<file path="src/rtl/feature_addr_gen_if.sv">
// feature_addr_gen_if: command (base/stride/len) and address-beat valid/ready bundle; slave = sequencer side, master = environment side
interface feature_addr_gen_if #(
  parameter int W_ADDR = 12,
  parameter int W_LEN  = 6
);
  logic              cmd_valid;
  logic              cmd_ready;
  logic [W_ADDR-1:0] cmd_base;
  logic [W_ADDR-1:0] cmd_stride;
  logic [W_LEN-1:0]  cmd_len;
  logic              addr_valid;
  logic              addr_ready;
  logic [W_ADDR-1:0] addr_data;
  logic              addr_last;
  modport slave (
    input  cmd_valid, cmd_base, cmd_stride, cmd_len, addr_ready,
    output cmd_ready, addr_valid, addr_data, addr_last
  );
  modport master (
    output cmd_valid, cmd_base, cmd_stride, cmd_len, addr_ready,
    input  cmd_ready, addr_valid, addr_data, addr_last
  );
endinterface

</file>
<file path="src/rtl/feature_addr_gen.sv">
// feature_addr_gen: burst BRAM read-address sequencer; ports clk, rst (sync, active-high), bus (cmd in / addr beats out), busy (burst running), done (1-cycle completion pulse)
module feature_addr_gen #(
  parameter int W_ADDR = 12,
  parameter int W_LEN  = 6
) (
  input  logic                     clk,
  input  logic                     rst,
  feature_addr_gen_if.slave        bus,
  output logic                     busy,
  output logic                     done
);
  typedef enum logic {IDLE, RUN} state_t;
  state_t            state;
  logic [W_ADDR-1:0] addr_q;
  logic [W_ADDR-1:0] stride_q;
  logic [W_LEN-1:0]  rem;
  assign bus.cmd_ready  = state == IDLE && !rst;
  assign bus.addr_valid = state == RUN;
  assign bus.addr_data  = addr_q;
  assign bus.addr_last  = state == RUN && rem == W_LEN'(1);
  assign busy           = state == RUN;
  always_ff @(posedge clk) begin
    if (rst) begin
      state    <= IDLE;
      addr_q   <= '0;
      stride_q <= '0;
      rem      <= '0;
      done     <= 1'b0;
    end else begin
      done <= 1'b0;
      if (state == IDLE) begin
        if (bus.cmd_valid) begin
          addr_q   <= bus.cmd_base;
          stride_q <= bus.cmd_stride;
          rem      <= bus.cmd_len;
          if (bus.cmd_len != '0) state <= RUN;
          else done <= 1'b1;
        end
      end else if (bus.addr_ready) begin
        addr_q <= addr_q + stride_q;
        rem    <= rem - W_LEN'(1);
        if (rem == W_LEN'(1)) begin
          state <= IDLE;
          done  <= 1'b1;
        end
      end
    end
  end
endmodule

</file>
<file path="src/flat_wrapper.sv">
// flat-port wrapper written by rule: the top's interface ports become plain ports
module feature_addr_gen_flat 
#(
  parameter int W_ADDR = 12,
  parameter int W_LEN  = 6
)
  (clk, rst, busy, done, bus_cmd_valid, bus_cmd_base, bus_cmd_stride, bus_cmd_len, bus_addr_ready, bus_cmd_ready, bus_addr_valid, bus_addr_data, bus_addr_last);
  feature_addr_gen_if #(.W_ADDR(W_ADDR), .W_LEN(W_LEN)) bus_i ();
  input  logic clk;
  input  logic rst;
  output logic busy;
  output logic done;
  input wire logic [$bits(bus_i.cmd_valid)-1:0] bus_cmd_valid;
  input wire logic [$bits(bus_i.cmd_base)-1:0] bus_cmd_base;
  input wire logic [$bits(bus_i.cmd_stride)-1:0] bus_cmd_stride;
  input wire logic [$bits(bus_i.cmd_len)-1:0] bus_cmd_len;
  input wire logic [$bits(bus_i.addr_ready)-1:0] bus_addr_ready;
  output wire logic [$bits(bus_i.cmd_ready)-1:0] bus_cmd_ready;
  output wire logic [$bits(bus_i.addr_valid)-1:0] bus_addr_valid;
  output wire logic [$bits(bus_i.addr_data)-1:0] bus_addr_data;
  output wire logic [$bits(bus_i.addr_last)-1:0] bus_addr_last;
  assign bus_i.cmd_valid = bus_cmd_valid;
  assign bus_i.cmd_base = bus_cmd_base;
  assign bus_i.cmd_stride = bus_cmd_stride;
  assign bus_i.cmd_len = bus_cmd_len;
  assign bus_i.addr_ready = bus_addr_ready;
  assign bus_cmd_ready = bus_i.cmd_ready;
  assign bus_addr_valid = bus_i.addr_valid;
  assign bus_addr_data = bus_i.addr_data;
  assign bus_addr_last = bus_i.addr_last;
  feature_addr_gen #(.W_ADDR(W_ADDR), .W_LEN(W_LEN)) u_core (.clk(clk), .rst(rst), .bus(bus_i), .busy(busy), .done(done));
endmodule
</file>
<file path="config.mk">
export PLATFORM = sky130hd
export DESIGN_NAME = feature_addr_gen_flat
export DESIGN_NICKNAME = d
export VERILOG_FILES = /design/src/rtl/feature_addr_gen_if.sv /design/src/rtl/feature_addr_gen.sv /design/src/flat_wrapper.sv
export SDC_FILE = /design/constraint.sdc
export NUM_CORES = 1
export LEC_CHECK = 0
export ABC_AREA = 1
export CAP_MARGIN = 10
export CORE_ASPECT_RATIO = 1.25
export CORE_MARGIN = 4
export CORE_UTILIZATION = 40
export DETAILED_ROUTE_END_ITERATION = 8
export GPL_TIMING_DRIVEN = 1
export PLACE_DENSITY = 0.71
export SYNTH_ARGS = -nofsm -noshare
export SYNTH_HDL_FRONTEND = slang
export SYNTH_SLANG_ARGS = --single-unit
</file>
<file path="constraint.sdc">
create_clock -name clk -period 1.95 [get_ports clk]
set_clock_uncertainty 0.05 [all_clocks]
set_input_delay 0.39 -clock clk [delete_from_list [all_inputs] [get_ports clk]]
set_output_delay 0.39 -clock clk [all_outputs]
set_load 0.03 [all_outputs]
</file>
== Word-level counts from Yosys, hierarchy flattened ==
Index checks and enable logic that the tools add are counted.

* Register bits after elaboration: 32
* Input port bits: 34
* Output and inout bits: 17
* Logic and storage cells: 33

* Add/sub/neg operators: 2
* Equality and inequality tests: 2
* Muxes and demuxes: 16
* Bitwise logic cells: 1
* Reduce and logical (&&, ||, !) cells: 7

{| class="wikitable"
|+ Operator list
! operator !! count
|-
| $mux 12 || 3
|-
| $mux 6 || 3
|-
| $add 12x12->12 || 1
|-
| $mux 1 || 10
|-
| $eq 6x1->1 const B || 1
|-
| $reduce_bool 6->1 || 1
|-
| $sub 6x1->6 const B || 1
|-
| $reduce_and 2->1 || 2
|-
| $logic_and 1x1->1 || 2
|-
| $ne 2x2->1 const B || 1
|-
| $reduce_bool 2->1 || 1
|-
| $logic_not 1->1 || 1
|-
| $not 1->1 || 1
|}

== Longest topological paths before layout ==
* Depth in word-level cells: 4
* Mapped depth: 11
* Gate-level depth less buffers: 11

== Worst setup path before layout ==
No wires, ideal clock.

* Kind: register to register
* Start: register u_core.addr_q[0], in the netlist u_core.bus.addr_data[0]
* End: register u_core.addr_q[8], in the netlist u_core.bus.addr_data[8]
* Setup time: 132 ps
* Arrival: 1814 ps
* Slack: -46 ps
* Stages on the path, launching flop included: 12
* Path buffers: 0
* Cell sequence: dfxtp_1 -> ha_1 -> inv_1 -> fa_1 -> inv_1 -> nand3_1 -> nand3_1 -> nand2_1 -> nand3_1 -> nand2_1 -> o21ai_0 -> a21oi_1

* Word-level cells in the longest chain between the ends: 3

{| class="wikitable"
|+ Ends and longest elaborated chain
! what !! line !! RTL
|-
| start: declaration || feature_addr_gen.sv:14 || <nowiki>logic [W_ADDR-1:0] addr_q;</nowiki>
|-
| start signal: assignment || feature_addr_gen.sv:33 || <nowiki>addr_q <= bus.cmd_base;</nowiki>
|-
| start signal: assignment || feature_addr_gen.sv:40 || <nowiki>addr_q <= addr_q + stride_q;</nowiki>
|-
| $add 12x12->12 || feature_addr_gen.sv:40 ||
|-
| $mux 12 || feature_addr_gen.sv:39 || <nowiki>end else if (bus.addr_ready) begin</nowiki>
|-
| $mux 12 || feature_addr_gen.sv:31 || <nowiki>if (state == IDLE) begin</nowiki>
|}

No other way between the ends. The select of a mux whose other input is x is not followed.
A chain may end at the register's enable or synchronous reset.

== Worst setup path after layout ==
* Start: register u_core.rem[3]
* End: output port bus_addr_last

* Word-level cells in the longest chain between the ends: 2

{| class="wikitable"
|+ Ends and longest elaborated chain
! what !! line !! RTL
|-
| start: declaration || feature_addr_gen.sv:16 || <nowiki>logic [W_LEN-1:0] rem;</nowiki>
|-
| start signal: assignment || feature_addr_gen.sv:35 || <nowiki>rem <= bus.cmd_len;</nowiki>
|-
| start signal: assignment || feature_addr_gen.sv:41 || <nowiki>rem <= rem - W_LEN'(1);</nowiki>
|-
| $eq 6x1->1 || feature_addr_gen.sv:20 || <nowiki>assign bus.addr_last = state == RUN && rem == W_LEN'(1);</nowiki>
|-
| $logic_and 1x1->1 || feature_addr_gen.sv:20 ||
|-
| end: declaration || flat_wrapper.sv:21 || <nowiki>output wire logic [$bits(bus_i.addr_last)-1:0] bus_addr_last;</nowiki>
|}

No other way between the ends.

==> reports/metrics.csv <==
metric;value;unit
status;completed;
global route overflow;0;
post-route setup slack;51.6;ps
Crit Path Category;flip-flop to output port;
Die H;87.9;um
antenna violations before repair;0;
power per cell area;690;nW/um^2
fillcell total;491;
Mean Syn Cell Area;6.51;um^2
Lkg Pwr;1.26;nW
Routed WL;5.60;mm
layer with the highest usage;met2;
Max-cap violations;0;
clock root cell;clkbuf_8;
core area;4830;um^2
Mapped Cells;314;
Num CTS Buffers;5;
achievable frequency;527;MHz
Antenna Cells;0;
Final Wtd Congestion;0.909;
die area;6320;um^2
Ports;51;
met1 usage in global routing;21.1;%
Vias;2158;
met3 usage;3.10;%
drc violations;0;
Row Count;28;
Fin. Hold Viols;0;
register area;647;um^2
Cells on Worst Hold Path;2;
top post-synthesis cells by count;82 x nand2_1, 43 x nor2_1, 32 x dfxtp_1;
synth top area cells;dfxtp_1 31%, nand2_1 15%, ha_1 8.0%, nor2_1 7.9%, a21oi_1 6.9%;
fin. max-slew vios;0;
design area;2740;um^2
EDFF count, synth;0;
Worst EP required;1510;ps
crit path launch type;flip-flop;
top cell type by total area after synthesis;dfxtp_1;
endpoints failing setup;0;
clk slew on worst S/H paths;60;ps
crit share post-route;97.4;%
ANT nets after route;0;
Syn. warnings;0;
clock sinks;32;
CTS tree;built;
Post-CTS Hold Buffers;0;
Post-Synthesis Cell Area;2040;um^2
starting density of the core;42.3;%
Worst Max-Slew Pin Slew;495;ps
critical path arrival;1460;ps
multi-input logic area;1230;um^2
hold slack final;434;ps
first-pass GRT wire length;9.11;mm
share of cells above drive strength 1;8.63;%
H-tree depth;2;
Die W;71.9;um
Worst Path Max Fanout;4;
Initial DRT Pass Iterations;4;
Skew-Pair Late Insertion Delay;280;ps
worst hold path class;flip-flop to flip-flop;
Sum Neg Setup Slack;0;ps
unrepaired setup endpoints after global routing;yes;
min Tclk post-route;1900;ps
clk buf depth;2;
Area after DPL;2610;um^2
Synth top area share;31.4;%
Final nets;418;
number of global-route vias before repair;2066;
Rel. slew slack;67.0;%
Synth Register Bits;32;
ys async rst share;0;%
Power, Total;1.89;mW
DP Wirelength;4.24;mm
distinct cell type count after synthesis;29;
reg2reg path depth;11;
most frequent cell after synthesis;nand2_1;
routed length per instance;13.0;um
pre-CTS setup slack;77.0;ps
port bufs;50;
met2 usage;32.6;%
register area share after synthesis;31.4;%
total track usage;18.3;%
Iter 0 DRT Violations;87;
top_reg_cell synth;dfxtp_1;
Setup crit end kind;output port;
fin util;56.7;%
Cells after DPL;422;
drt via density;5.01;
largest net degree at the start of global routing;20;
VDD IR-drop max;374;uV
Syn Nets;362;
final non-filler cell total;431;
area grow syn2layout;34.1;%
report_power, final:
group / total (mW) / switching (mW) / leakage [nW] / internal, mW
clock: 0.523 / 0.235 / 0.0455 / 0.288
combinational: 0.602 / 0.337 / 0.947 / 0.265
sequential: 0.765 / 0.0511 / 0.266 / 0.714
total: 1.89 / 0.623 / 1.26 / 1.27
state kept, by name, indices dropped and copies added, names as in the netlist:
name,cells
u_core.stride_q,12
u_core.done,1
u_core.bus.addr_data,12
u_core.bus.addr_valid,1
u_core.rem,6
worst max-delay path, stage by stage (launching register included):
cell and delay [ps]:
dfxtp_4 360, or2_4 260, nor4_4 250, inv_1 60
nor2_1 90, buf_4 160
cell usage in the layout (no fill, tap or decap), types with 2 or more instances in the layout:
master           synthesis  layout
nor2_1                  43      43
inv_1                   31      31
inv_2                    3       3
dfxtp_2                  0       2
buf_4                    3      11
clkdlybuf4s50_1          0      48
nand2_2                  2       2
nor3_1                   2       2
o21ai_0                 23      22
nand3_1                 17      16
clkbuf_1                 3       2
a211oi_1                 4       4
nand2_1                 82      82
o21ai_1                  4       5
clkbuf_8                 0       6
a21oi_1                 28      28
nand4_1                  3       3
ha_1                    13      12
xor2_1                   4       4
o22ai_1                  5       5
dfxtp_1                 32      29
layout make-up:
cell class / instances / area share (%)
Timing Repair Buffer: 59 / 20.5
Sequential cell: 32 / 23.6
Clock buffer: 8 / 3.29
Multi-Input combinational cell: 237 / 44.9
Inverter: 35 / 4.89
Tap cell: 60 / 2.74
per-layer routing:
metal / share of wire (%) / up-vias
li1: - / 1136
met3: 4.1 / 11
met4: 2.8 / 0
met2: 49 / 49
met5: 0 / -
met1: 44 / 962
what timing repair did:
item / CTS / global route
buffers inserted: 0 / 1
setup endpoints to repair: 1 / 4
gates resized for setup: 1 / 10
pin swaps: 0 / 3
path summary, 6_finish.rpt:
check / startpoint / to / slack [ps]
min reg2reg: u_core.stride_q[0] / u_core.stride_q[0] / 430
max: u_core.rem[3] / bus_addr_last / 50
max reg2reg: u_core.bus.addr_data[0] / u_core.bus.addr_data[6] / 190
min: u_core.stride_q[0] / u_core.stride_q[0] / 430
logic make-up after synthesis:
| kind of cell | synth area share [%] |
|---|---|
| simple gates | 31.0 |
| compound gates | 16.8 |
| buf+inv | 9.74 |
| flops | 31.4 |
| fa+ha+maj | 8.94 |
| xor+xnor | 2.14 |
No activity file was read; power rests on OpenSTA's default activity.
